===== config.mk =====
export PLATFORM = sky130hd
export DESIGN_NAME = i_ap_sat_sub_acc_flat
export DESIGN_NICKNAME = d
export VERILOG_FILES = /design/src/rtl/i_ap_sat_sub_acc_pkg.sv /design/src/rtl/i_ap_sat_sub_acc_if.sv /design/src/rtl/i_ap_sat_sub_acc_sub.sv /design/src/rtl/i_ap_sat_sub_acc.sv /design/src/flat_wrapper.sv
export SDC_FILE = /design/constraint.sdc
export NUM_CORES = 1
export LEC_CHECK = 0
export ABC_AREA = 1
export CAP_MARGIN = 0
export CORE_MARGIN = 2
export CORE_UTILIZATION = 30
export CTS_CLUSTER_DIAMETER = 60
export CTS_CLUSTER_SIZE = 30
export DETAILED_ROUTE_END_ITERATION = 12
export GPL_ROUTABILITY_DRIVEN = 0
export PLACE_DENSITY = 0.54
export SLEW_MARGIN = 25
export SYNTH_ARGS = -nofsm -noshare
export SYNTH_HDL_FRONTEND = slang
export SYNTH_HIERARCHICAL = 1
export SYNTH_SLANG_ARGS = --single-unit

===== constraint.sdc =====
create_clock -name clk -period 3.05 [get_ports clk]
set_clock_uncertainty 0.05 [all_clocks]
set_input_delay 0.305 -clock clk [delete_from_list [all_inputs] [get_ports clk]]
set_output_delay 0.305 -clock clk [all_outputs]
set_load 0.005 [all_outputs]

===== src/rtl/i_ap_sat_sub_acc_pkg.sv =====
// vRBM fixed-point constants shared by the saturating add/sub datapath.
// Results clamp symmetrically to +Inf / -Inf.
package i_ap_sat_sub_acc_pkg;
  localparam int bitlength = 16;

  typedef logic [bitlength-1:0] word_t;

  localparam word_t Inf     = 16'b0111_1111_1111_1111;
  localparam word_t NEG_INF = ~Inf + 1'b1;

  // Bit positions inside the 2-bit {neg_ovf, pos_ovf} flag vector.
  localparam int SAT_POS_BIT = 0;
  localparam int SAT_NEG_BIT = 1;

  typedef struct packed {
    word_t      z;
    logic [1:0] sat;
  } result_t;
endpackage


===== src/rtl/i_ap_sat_sub_acc_if.sv =====
// Operand/result stream bundle. Transfers occur on a rising edge where
// valid and ready are both high; valid never depends on ready.
interface i_ap_sat_sub_acc_if;
  import i_ap_sat_sub_acc_pkg::*;

  logic       in_valid;
  logic       in_ready;
  word_t      in_x;
  word_t      in_y;
  logic       in_acc;
  logic       out_valid;
  logic       out_ready;
  word_t      out_z;
  logic [1:0] out_sat;

  modport master (
    output in_valid, in_x, in_y, in_acc, out_ready,
    input  in_ready, out_valid, out_z, out_sat
  );

  modport slave (
    input  in_valid, in_x, in_y, in_acc, out_ready,
    output in_ready, out_valid, out_z, out_sat
  );
endinterface


===== src/rtl/i_ap_sat_sub_acc_sub.sv =====
// Combinational saturating signed subtractor: z = sat(x - y).
// A non-overflowing -32768 result passes through unclamped.
module i_ap_sat_sub
  import i_ap_sat_sub_acc_pkg::*;
(
  input  word_t x,
  input  word_t y,
  output word_t z,
  output logic  pos_ovf,
  output logic  neg_ovf
);
  localparam int MSB = bitlength - 1;

  word_t tmp;

  assign tmp     = x - y;
  assign pos_ovf = !x[MSB] &  y[MSB] &  tmp[MSB];
  assign neg_ovf =  x[MSB] & !y[MSB] & !tmp[MSB];
  assign z       = pos_ovf ? Inf : (neg_ovf ? NEG_INF : tmp);
endmodule


===== src/rtl/i_ap_sat_sub_acc.sv =====
// Streaming saturating subtract/accumulate with 1-cycle latency and a
// 1-entry skid buffer; accumulator updates at accept so acc ops chain freely.
module i_ap_sat_sub_acc
  import i_ap_sat_sub_acc_pkg::*;
#(
  parameter int CNT_W = 16
) (
  input  logic                 clk,
  input  logic                 rst,
  input  logic                 clr,
  i_ap_sat_sub_acc_if.slave    bus,
  output word_t                acc_value,
  output logic [CNT_W-1:0]     sat_count
);
  localparam logic [CNT_W-1:0] CNT_ONE = 1;
  localparam logic [CNT_W-1:0] CNT_MAX = '1;

  result_t out_q;
  result_t skid_q;
  logic    out_valid_q;
  logic    skid_valid_q;

  word_t   x_sel;
  word_t   diff;
  logic    pos_ovf;
  logic    neg_ovf;
  logic    accept;
  logic    sat_any;
  result_t res;

  assign x_sel   = clr ? '0 : (bus.in_acc ? acc_value : bus.in_x);
  assign accept  = bus.in_valid & bus.in_ready;
  assign sat_any = pos_ovf | neg_ovf;

  i_ap_sat_sub u_sub (
    .x       (x_sel),
    .y       (bus.in_y),
    .z       (diff),
    .pos_ovf (pos_ovf),
    .neg_ovf (neg_ovf)
  );

  always_comb begin
    res                  = '0;
    res.z                = diff;
    res.sat[SAT_POS_BIT] = pos_ovf;
    res.sat[SAT_NEG_BIT] = neg_ovf;
  end

  // in_ready is a pure register so out_ready never reaches it combinationally.
  assign bus.in_ready  = !skid_valid_q;
  assign bus.out_valid = out_valid_q;
  assign bus.out_z     = out_q.z;
  assign bus.out_sat   = out_q.sat;

  // Output/skid path. Accept is impossible while the skid is full, so the
  // skid-drain branch never competes with a new result.
  always_ff @(posedge clk or posedge rst) begin
    if (rst) begin
      out_q        <= '0;
      skid_q       <= '0;
      out_valid_q  <= 1'b0;
      skid_valid_q <= 1'b0;
    end else if (!out_valid_q || bus.out_ready) begin
      if (skid_valid_q) begin
        out_q        <= skid_q;
        out_valid_q  <= 1'b1;
        skid_valid_q <= 1'b0;
      end else if (accept) begin
        out_q       <= res;
        out_valid_q <= 1'b1;
      end else begin
        out_valid_q <= 1'b0;
      end
    end else if (accept) begin
      skid_q       <= res;
      skid_valid_q <= 1'b1;
    end
  end

  always_ff @(posedge clk or posedge rst) begin
    if (rst) begin
      acc_value <= '0;
      sat_count <= '0;
    end else if (accept) begin
      acc_value <= res.z;
      if (clr)
        sat_count <= sat_any ? CNT_ONE : '0;
      else if (sat_any && sat_count != CNT_MAX)
        sat_count <= sat_count + CNT_ONE;
    end else if (clr) begin
      acc_value <= '0;
      sat_count <= '0;
    end
  end
endmodule


===== src/flat_wrapper.sv =====
// flat-port wrapper written by rule: the top's interface ports become plain ports
module i_ap_sat_sub_acc_flat import i_ap_sat_sub_acc_pkg::*;
#(
  parameter int CNT_W = 16
)
  (clk, rst, clr, acc_value, sat_count, bus_in_valid, bus_in_x, bus_in_y, bus_in_acc, bus_out_ready, bus_in_ready, bus_out_valid, bus_out_z, bus_out_sat);
  i_ap_sat_sub_acc_if bus_i ();
  input  logic clk;
  input  logic rst;
  input  logic clr;
  output word_t acc_value;
  output logic [CNT_W-1:0] sat_count;
  input wire logic [$bits(bus_i.in_valid)-1:0] bus_in_valid;
  input wire logic [$bits(bus_i.in_x)-1:0] bus_in_x;
  input wire logic [$bits(bus_i.in_y)-1:0] bus_in_y;
  input wire logic [$bits(bus_i.in_acc)-1:0] bus_in_acc;
  input wire logic [$bits(bus_i.out_ready)-1:0] bus_out_ready;
  output wire logic [$bits(bus_i.in_ready)-1:0] bus_in_ready;
  output wire logic [$bits(bus_i.out_valid)-1:0] bus_out_valid;
  output wire logic [$bits(bus_i.out_z)-1:0] bus_out_z;
  output wire logic [$bits(bus_i.out_sat)-1:0] bus_out_sat;
  assign bus_i.in_valid = bus_in_valid;
  assign bus_i.in_x = bus_in_x;
  assign bus_i.in_y = bus_in_y;
  assign bus_i.in_acc = bus_in_acc;
  assign bus_i.out_ready = bus_out_ready;
  assign bus_in_ready = bus_i.in_ready;
  assign bus_out_valid = bus_i.out_valid;
  assign bus_out_z = bus_i.out_z;
  assign bus_out_sat = bus_i.out_sat;
  i_ap_sat_sub_acc #(.CNT_W(CNT_W)) u_core (.clk(clk), .rst(rst), .clr(clr), .bus(bus_i), .acc_value(acc_value), .sat_count(sat_count));
endmodule

==> results.py, run 1 <==
metrics = {
    "status": {
        "status": "complete, but fails checks",
        "violations": "negative setup slack",
    },
    "synth": {
        "synthTopCellsByArea": "dfrtp_1, nand2_1, nor2_1",
        "syn_avg_cell_area_um2": 6.861,
        "seq_area_frac_synth_pct": 37.99,
        "ys_warn_count": 6,
        "synth_flop_cell": "dfrtp_1",
        "yosys.area.top_type": "dfrtp_1",
        "syn_nets": 730,
        "synth.top_cell.area_share_pct": 37.99,
        "synth_most_common_cell": "nand2_1",
        "synth-seq-cells": 70,
        "ys_async_sr_fraction_pct": 100.0,
        "synthCells": 672,
        "synth.cell_area_um2": 4611,
        "synth_edf_count": 0,
        "synth.distinct_cells": 33,
        "synth.top_cells.by_count": "nand2_1, nor2_1, inv_1, dfrtp_1, nand3_1",
    },
    "place": {
        "pre_cts_ws_ps": -997.4,
        "port_buffers": 89,
        "dp_hpwl_mm": 11.30,
        "dpl_cell_area_um2": 6279,
        "place_inst": 1007,
    },
    "worst_setup_path": {
        "path_cells": "nor2_1, nor2_1, ha_1, nand2_2, inv_2, a21oi_4, nand3_4, a21oi_4, fa_2, nor2_4, inv_2, a21oi_4, o21ai_4, buf_6, nand2_8, nand3_2, nand2_1",
        "crit_fanout": 8,
        "path_class": "flip-flop to flip-flop",
        "crit_buf_inv": 3,
        "r2r_setup_slack_ps": -70,
        "crit_path_top_delay_cell": "fa_2",
        "crit_family": "simple AND/OR/NAND/NOR gates",
        "rr_startpoint": "u_core/acc_value[10]",
        "worstReg2RegEnd": "u_core/sat_count[2]",
        "ff2ff_path_depth": 17,
        "critPathArrivalTime_ps": 3340,
        "max_stage_delay_ps": 500,
        "crit_top_cell": "a21oi_4",
        "crit_required_ps": 3280,
        "startpoint_type": "flip-flop",
        "endpoint_kind": "flip-flop",
    },
    "clock_network": {
        "clock_path_buffers": 2,
        "cts_sinks": 70,
        "clockRootBuffer": "clkbuf_16",
        "clk_pin_slew_ps": 60,
        "htree_levels": 3,
        "numCtsBuffers": 9,
        "clock_latency_ps": 340,
        "cts_tree": "yes",
    },
    "global_route": {
        "grt_max_degree": 71,
        "use_met2_pct": 35.61,
        "use_met1_pct": 23.46,
        "antenna_found_initial": 0,
        "busiest_layer": "met2",
        "grt_remaining_overflow": 0,
        "grt_util_all_layers_pct": 19.59,
        "gr-usage-met3_pct": 3.548,
        "grt_pass1_vias": 5071,
        "grt_pass1_wl_mm": 25.00,
    },
    "routing": {
        "drtIter0Drc": 286,
        "dr.pass1.iters": 5,
        "vias_per_cell": 4.854,
        "wl_mm": 15.65,
        "drcViolationCount": 0,
        "post_drt_wl_per_cell_um": 15.05,
        "vias": 5048,
        "ant_nets": 0,
    },
    "floorplan": {
        "fp.coreArea_um2": 15090,
        "dieHeight_um": 128.0,
        "boundaryPins": 90,
        "num_rows": 45,
        "die_area_um2": 16380,
        "initial_core_util_pct": 30.56,
        "die_w_um": 128.0,
    },
    "cells_and_area": {
        "final_area_um2": 7077,
        "finalNonFillerCells": 1040,
        "area_growth_pct": 53.49,
        "finalNetCount": 906,
        "diodes": 0,
        "drive_gt1_share_pct": 25.00,
        "finish.utilization_pct": 46.90,
        "nFillCells": 1542,
    },
    "sta": {
        "clock.fmax_mhz": 320.8,
        "fin_ws_ps": -66.92,
        "setup_violations": 13,
        "min_period_ps": 3117,
        "timing.final.crit_share_pct": 102.2,
        "rsz0062_at_grt": "yes",
        "tightestPinTransition_ps": 727.3,
        "timing.hold.ws_ps": 317.3,
        "finalHoldViolCount": 0,
        "slew_headroom_pct": 51.21,
        "drv_slew": 0,
    },
    "power_and_ir_drop": {
        "p_leak_nw": 3.500,
        "internal_power_w": 0.002420,
        "clkPwrFrac_pct": 28.3,
        "ir_worst_vdd_v": 0.0003197,
        "p_sw_w": 0.001213,
        "combPwrFrac_pct": 37.7,
        "powerDensity_nw_per_um2": 513.5,
        "power_frac_seq_pct": 34.0,
        "p_sw_share_pct": 33.40,
    },
    "flow_run": {
        "max_cap_viol_count": 0,
    },
    "min_path": {
        "hold_class": "primary input to async pin",
    },
}
power by group through the flow:
stage	registers, W	logic, W	clock network (W)
2_1_floorplan	0.00123	0.000540	0
4_1_cts	0.00123	0.00130	0.00105
5_1_grt	0.00126	0.00150	0.00109
3_5_place_dp	0.00124	0.00120	0
6_report	0.00123	0.00137	0.00103
3_3_place_gp	0.00125	0.00119	0
cell families after synthesis:
group | synth area share (%)
AOI/OAI and AO/OA | 9.905
xor gates and xnor gates | 1.710
adders and majority gates | 5.753
buffers and inverters | 9.172
DFF | 37.99
and+or+nand+nor | 35.47
layout make-up:
type	instances	area, µm²	area share, %
clock buffers	9	225.2	3.182
inverters	82	317.8	4.491
flip-flops and latches	70	1752	24.75
multi-input cells	497	2744	38.77
repair buffers	188	1739	24.58
well taps	188	235.2	3.324
clock inverters	6	63.81	0.9017
registers in the layout (all words and copies together) (netlist names):
name / count
u_core/skid_q: 18
u_core/acc_value: 16
u_core/bus.out_z: 16
u_core/sat_count: 16
u_core/bus.out_sat: 2
u_core/bus.out_valid: 1
u_core/skid_valid_q: 1
what timing repair did:
item	4_1_cts	5_1_grt
gates resized for setup	84	58
setup endpoints to repair	65	61
hold buffers	0	0
gates cloned	3	0
buffers inserted	9	6
endpoints found under the hold margin	0	0
pin swaps	40	44
placed cells by master (no fill, tap or decap), drive strengths merged, types with 4 or more instances in the layout:
master	netlist	final
nand2	215	216
buf	11	101
nor2	95	95
clkdlybuf4s50	0	81
inv	80	80
dfrtp	70	70
nand3	65	65
o21ai	48	48
a31oi	19	19
ha	18	18
a21oi	12	12
clkbuf	13	9
xor2	8	8
nand4	6	6
clkinv	2	5
dlygate4sd2	0	4
per-layer routing:
metal / wire, µm / vias up / share of wire [%]
li1: - / 2497 / -
met5: 0 / - / 0
met2: 8017 / 122 / 51
met3: 582 / 24 / 3.7
met4: 287 / 0 / 1.8
met1: 6761 / 2405 / 43
tightest hold or removal path: cells and delay by family:
kind	cells	cell delay (ps)
buffers and inverters	3	810
through the flow:
step | TNS, ps | total power (W)
5_1_grt | -3184 | 0.003845
3_5_place_dp | -55070 | 0.002442
2_1_floorplan | 0 | 0.001770
3_3_place_gp | -52560 | 0.002437
4_1_cts | -685.3 | 0.003580
6_report | -439.0 | 0.003634
worst max-delay path by stage:
stage / startpoint / end / slack [ps] / cells after the start
after CTS: u_core/acc_value[6] / u_core/sat_count[2] / -80 / 19
after detailed placement: bus_in_acc / u_core/skid_q[11] / -1000 / 17
after global routing: u_core/acc_value[10] / u_core/sat_count[2] / -180 / 17
after floorplan: bus_in_acc / u_core/sat_count[11] / 1 / 18
final: u_core/acc_value[10] / u_core/sat_count[2] / -70 / 17
after global placement: clr / u_core/skid_q[11] / -960 / 20
Note: power is estimated with default switching activity, not from simulation.
==> run 2, diff against run 1 <==
--- a/config.mk
+++ b/config.mk
@@ -14,6 +14,7 @@
 export DETAILED_ROUTE_END_ITERATION = 12
 export GPL_ROUTABILITY_DRIVEN = 0
 export PLACE_DENSITY = 0.54
+export SKIP_LAST_GASP = 1
 export SLEW_MARGIN = 25
 export SYNTH_ARGS = -nofsm -noshare
 export SYNTH_HDL_FRONTEND = slang
==> run 2 against run 1 <==
  * The flow still finishes with violations (negative setup slack)
  * Design area about the same
  * Sequential share of layout area about the same
  * Worst hold slack about the same
  * Critical path depth unchanged
  * Die area unchanged
  * Worst setup slack about the same
  * Via count decreased by 0.22%
  * Sequential cell count unchanged
  * First-iteration DRC count decreased by 1.4%
  * Power about the same
  * Global-route usage unchanged
  * Count of clock-buffer cells in the layout unchanged
  * Largest cell class unchanged
==> results.py, run 2 (synthesis gave the netlist of run 1 again) <==
metrics = {
    "cells_and_area": {
        "drive_gt1_share_pct": 25.00,
        "seq_area_um2": 1752,
        "nFillCells": 1544,
        "diodes": 0,
        "regMostFlops": "u_core/skid_q",
        "finalNetCount": 906,
        "layout_commonest_cell": "nand2_1",
        "area_growth_pct": 53.41,
        "largest_reg_flops": 18,
        "mostFrequentLayoutCells": "nand2_1, buf_4, clkdlybuf4s50_1",
        "multiInputGateArea_um2": 2744,
        "finish.utilization_pct": 46.87,
        "finalNonFillerCells": 1040,
    },
    "routing": {
        "drtIter0Drc": 282,
        "dr.pass1.iters": 5,
        "ant_nets": 0,
        "post_drt_wl_per_cell_um": 15.04,
        "wl_mm": 15.64,
        "vias_per_cell": 4.843,
        "drcViolationCount": 0,
        "vias": 5037,
    },
    "sta": {
        "slew_headroom_pct": 51.21,
        "rsz0062_at_grt": "yes",
        "tightestPinTransition_ps": 727.3,
        "timing.final.crit_share_pct": 102.2,
        "finalHoldViolCount": 0,
        "fin_ws_ps": -66.99,
        "drv_slew": 0,
        "clock.fmax_mhz": 320.8,
        "min_period_ps": 3117,
        "setup_violations": 13,
    },
    "clock_network": {
        "clockRootBuffer": "clkbuf_16",
        "htree_levels": 3,
        "clock_path_buffers": 2,
        "clock_latency_ps": 340,
        "cts_sinks": 70,
        "numCtsBuffers": 9,
        "clk_pin_slew_ps": 60,
        "cts_tree": "yes",
        "cts_hold_buf": 0,
    },
    "power_and_ir_drop": {
        "powerDensity_nw_per_um2": 513.6,
        "p_leak_nw": 3.500,
        "internal_power_w": 0.002420,
        "combPwrFrac_pct": 37.7,
        "p_sw_share_pct": 33.39,
        "ir_worst_vdd_v": 0.0003184,
        "power_w": 0.003632,
        "power_frac_seq_pct": 34.0,
        "clkPwrFrac_pct": 28.3,
        "p_sw_w": 0.001213,
    },
    "place": {
        "pre_cts_ws_ps": -997.4,
        "port_buffers": 89,
        "dp_hpwl_mm": 11.30,
        "place_inst": 1007,
    },
    "global_route": {
        "grt_pass1_wl_mm": 25.00,
        "grt_pass1_vias": 5069,
        "grt_remaining_overflow": 0,
        "antenna_found_initial": 0,
        "grt_util_all_layers_pct": 19.59,
        "grt_max_degree": 71,
    },
    "worst_setup_path": {
        "r2r_setup_slack_ps": -70,
        "crit_required_ps": 3270,
        "ff2ff_path_depth": 17,
        "crit_fanout": 8,
        "critPathArrivalTime_ps": 3340,
        "endpoint_kind": "flip-flop",
        "path_class": "flip-flop to flip-flop",
        "startpoint_type": "flip-flop",
    },
    "floorplan": {
        "boundaryPins": 90,
        "fp.coreArea_um2": 15090,
        "die_w_um": 128.0,
        "dieHeight_um": 128.0,
        "die_area_um2": 16380,
        "num_rows": 45,
        "initial_core_util_pct": 30.56,
    },
    "min_path": {
        "hold_class": "primary input to async pin",
    },
    "status": {
        "status": "complete, but fails checks",
        "violations": "negative setup slack",
    },
    "flow_run": {
        "max_cap_viol_count": 0,
    },
}
## run 2: through the flow
step	instance area, µm²	hold WS [ps]	setup TNS (ps)
2_1_floorplan	4621	388.8	0
3_3_place_gp	6279	421.6	-52560
3_5_place_dp	6279	427.9	-55070
4_1_cts	6889	377.7	-706.6
5_1_grt	7073	364.5	-3218
6_report	7073	317.8	-440.2
## run 2: layout make-up
type                    count  share of cell area [%]
clock buffers               9                   3.184
clock inverters             6                  0.9022
inverters                  82                   4.493
multi-input cells         497                   38.79
flip-flops and latches     70                   24.77
well taps                 188                   3.326
repair buffers            188                   24.54
## run 2: worst max-delay path, stage by stage, from the launching register on
cell and delay [ps]:
dfrtp_1 380, nor2_1 110, nor2_1 70, ha_1 310, nand2_2 130, inv_2 60
a21oi_4 190, nand3_4 100, a21oi_4 150, fa_2 500, nor2_4 190, inv_2 70
a21oi_4 180, o21ai_4 150, buf_6 160, nand2_8 90, nand3_2 60, nand2_1 80
## run 2: what timing repair did
action / in CTS / in global routing
resized for setup: 83 / 58
gates cloned: 3 / 0
pin swaps: 39 / 45
setup buffers: 9 / 6
endpoints found under the setup margin: 65 / 61
## run 2: routing by layer
metal | global-route usage, % | vias to the layer above | wire length [µm]
met5 | 0 | - | 0
met4 | 6.076 | 0 | 283
met3 | 3.548 | 22 | 607
met2 | 35.61 | 126 | 8017
met1 | 23.46 | 2393 | 6730
li1 | - | 2496 | -
## run 2: power by group through the flow
stage,sequential (W),clock (W),combinational (W)
3_5_place_dp,0.00124,0,0.00120
2_1_floorplan,0.00123,0,0.000540
3_3_place_gp,0.00125,0,0.00119
5_1_grt,0.00126,0.00109,0.00150
6_report,0.00123,0.00103,0.00137
4_1_cts,0.00123,0.00105,0.00130
## run 2: final timing paths
path,start,endpoint
min in group clk,clr,u_core/sat_count[0]
setup reg to reg,u_core/acc_value[10],u_core/sat_count[2]
max in group asynchronous,rst,u_core/bus.out_z[1]
setup / recovery,u_core/acc_value[10],u_core/sat_count[2]
hold / removal,rst,u_core/sat_count[8]
hold reg to reg,u_core/skid_q[13],u_core/skid_q[13]
==> run 3, diff against run 2 <==
--- a/config.mk
+++ b/config.mk
@@ -13,7 +13,6 @@
 export CTS_CLUSTER_SIZE = 30
 export DETAILED_ROUTE_END_ITERATION = 12
 export GPL_ROUTABILITY_DRIVEN = 0
-export PLACE_DENSITY = 0.54
 export SKIP_LAST_GASP = 1
 export SLEW_MARGIN = 25
 export SYNTH_ARGS = -nofsm -noshare
==> run 3 against run 2 <==
  * The flow still finishes with violations (negative setup slack)
  * Combinational power is essentially flat
  * Die area is the same
  * Via count grew 0.81%
  * Worst hold slack gained 11 ps
  * Critical path depth is the same
  * Register-to-register slack is essentially flat
  * Wire length shrank 2.1%
  * Sequential share of layout area shrank 0.29 points
  * Sequential power is essentially flat
  * Critical path type unchanged
  * Critical endpoint is now u_core/sat_count[4]
  * Largest cell class unchanged
==> results.py, run 3 (synthesis gave the netlist of run 1 again) <==
metrics = {
    "power_and_ir_drop": {
        "power_frac_seq_pct": 33.5,
        "powerDensity_nw_per_um2": 512.8,
        "p_sw_w": 0.001207,
        "power_w": 0.003670,
        "p_leak_nw": 3.557,
        "ir_worst_vdd_v": 0.0002987,
        "clkPwrFrac_pct": 29.3,
        "combPwrFrac_pct": 37.1,
        "p_sw_share_pct": 32.89,
        "internal_power_w": 0.002463,
    },
    "global_route": {
        "gr-usage-met3_pct": 3.631,
        "grt_pass1_wl_mm": 24.48,
        "grt_max_degree": 71,
        "grt_remaining_overflow": 0,
        "use_met1_pct": 23.43,
        "grt_pass1_vias": 5079,
        "busiest_layer": "met2",
        "use_met2_pct": 33.85,
        "antenna_found_initial": 0,
        "grt_util_all_layers_pct": 19.03,
    },
    "worst_setup_path": {
        "crit_start": "u_core/acc_value[9]",
        "critPathArrivalTime_ps": 3270,
        "endpoint_kind": "flip-flop",
        "r2r_setup_slack_ps": -50,
        "worstReg2RegEnd": "u_core/sat_count[4]",
        "path_class": "flip-flop to flip-flop",
        "rr_startpoint": "u_core/acc_value[9]",
        "crit_required_ps": 3220,
        "crit_fanout": 5,
        "startpoint_type": "flip-flop",
        "ff2ff_path_depth": 17,
    },
    "sta": {
        "fin_ws_ps": -52.49,
        "drv_slew": 0,
        "slew_headroom_pct": 55.15,
        "timing.hold.ws_ps": 328.5,
        "clock.fmax_mhz": 322.3,
        "tightestPinTransition_ps": 668.7,
        "min_period_ps": 3102,
        "finalHoldViolCount": 0,
        "rsz0062_at_grt": "yes",
        "timing.final.crit_share_pct": 101.7,
        "setup_violations": 17,
    },
    "status": {
        "violations": "negative setup slack",
        "status": "complete, but fails checks",
    },
    "routing": {
        "dr.pass1.iters": 5,
        "drtIter0Drc": 292,
        "wl_mm": 15.31,
        "post_drt_wl_per_cell_um": 14.51,
        "ant_nets": 0,
        "drcViolationCount": 0,
        "vias_per_cell": 4.813,
        "vias": 5078,
    },
    "clock_network": {
        "cts_sinks": 70,
        "clk_pin_slew_ps": 60,
        "clock_path_buffers": 2,
        "clock_latency_ps": 330,
        "clockRootBuffer": "clkbuf_16",
        "cts_tree": "yes",
        "numCtsBuffers": 9,
        "htree_levels": 3,
    },
    "floorplan": {
        "boundaryPins": 90,
        "fp.coreArea_um2": 15090,
        "die_area_um2": 16380,
        "num_rows": 45,
        "initial_core_util_pct": 30.56,
        "dieHeight_um": 128.0,
        "die_w_um": 128.0,
    },
    "cells_and_area": {
        "mostFrequentLayoutCells": "nand2_1, buf_4, nor2_1",
        "regMostFlops": "u_core/skid_q",
        "finish.utilization_pct": 47.42,
        "area_growth_pct": 55.20,
        "layout_commonest_cell": "nand2_1",
        "drive_gt1_share_pct": 24.68,
        "finalNonFillerCells": 1055,
        "largest_reg_flops": 18,
        "finalNetCount": 920,
        "diodes": 0,
    },
    "place": {
        "port_buffers": 89,
        "place_inst": 1012,
        "dp_hpwl_mm": 10.83,
        "pre_cts_ws_ps": -954.9,
    },
    "min_path": {
        "hold_class": "primary input to async pin",
    },
    "flow_run": {
        "max_cap_viol_count": 0,
    },
}
-- run 3: worst max-delay path by stage --
| stage | end | cells past startpoint |
|---|---|---|
| 2_1_floorplan | u_core/sat_count[11] | 18 |
| 3_3_place_gp | u_core/skid_q[5] | 18 |
| 3_5_place_dp | u_core/skid_q[5] | 20 |
| 4_1_cts | u_core/sat_count[0] | 19 |
| 5_1_grt | u_core/sat_count[0] | 17 |
| 6_report | u_core/sat_count[4] | 17 |
-- run 3: area by class of cell --
class | count | area (µm²)
Fill cell | 1523 | 7934
Multi-Input combinational cell | 497 | 2708
Timing Repair Buffer | 202 | 1842
Sequential cell | 70 | 1752
Inverter | 82 | 310.3
Clock buffer | 10 | 239.0
Tap cell | 188 | 235.2
Clock inverter | 6 | 70.07
-- run 3: metal layers --
metal,part of all wire (%),vias up
li1,-,2515
met1,44,2412
met2,51,131
met3,4.0,20
met4,1.8,0
met5,0,-
-- run 3: per-stage QoR --
step                      TNS [ps]  cell area (µm²)
after floorplan                  0             4621
after global placement      -44550             6341
after detailed placement    -49110             6341
after CTS                   -696.6             6965
after global routing         -4713             7156
final                       -475.1             7156
-- run 3: worst max-delay path, cell delays in order (launching register included) --
cell       delay (ps)
dfrtp_1           380
nor2_1            110
nor2_1             70
ha_1              310
nand2_2           130
inv_2              60
a21oi_4           190
nand3_4           110
a21oi_4           150
fa_1              470
nor2_1            150
buf_4             150
inv_4              40
a21oi_4           170
o21ai_4           160
clkbuf_16         180
nand3_1            60
nand2_1            60
-- run 3: repair_timing --
item                                    4_1_cts  5_1_grt
resized for setup                            71       43
cloned                                        2        1
hold buffers                                  0        0
endpoints found under the setup margin       65       61
buffers inserted                             18        7
pin swaps                                    46       43
-- run 3: power groups by stage --
stage / Clock (W) / Combinational (W) / Sequential [W]
floorplan: 0 / 0.000540 / 0.00123
global placement: 0 / 0.00121 / 0.00124
detailed placement: 0 / 0.00121 / 0.00124
CTS: 0.00111 / 0.00131 / 0.00123
global route: 0.00114 / 0.00150 / 0.00125
finish: 0.00108 / 0.00136 / 0.00123
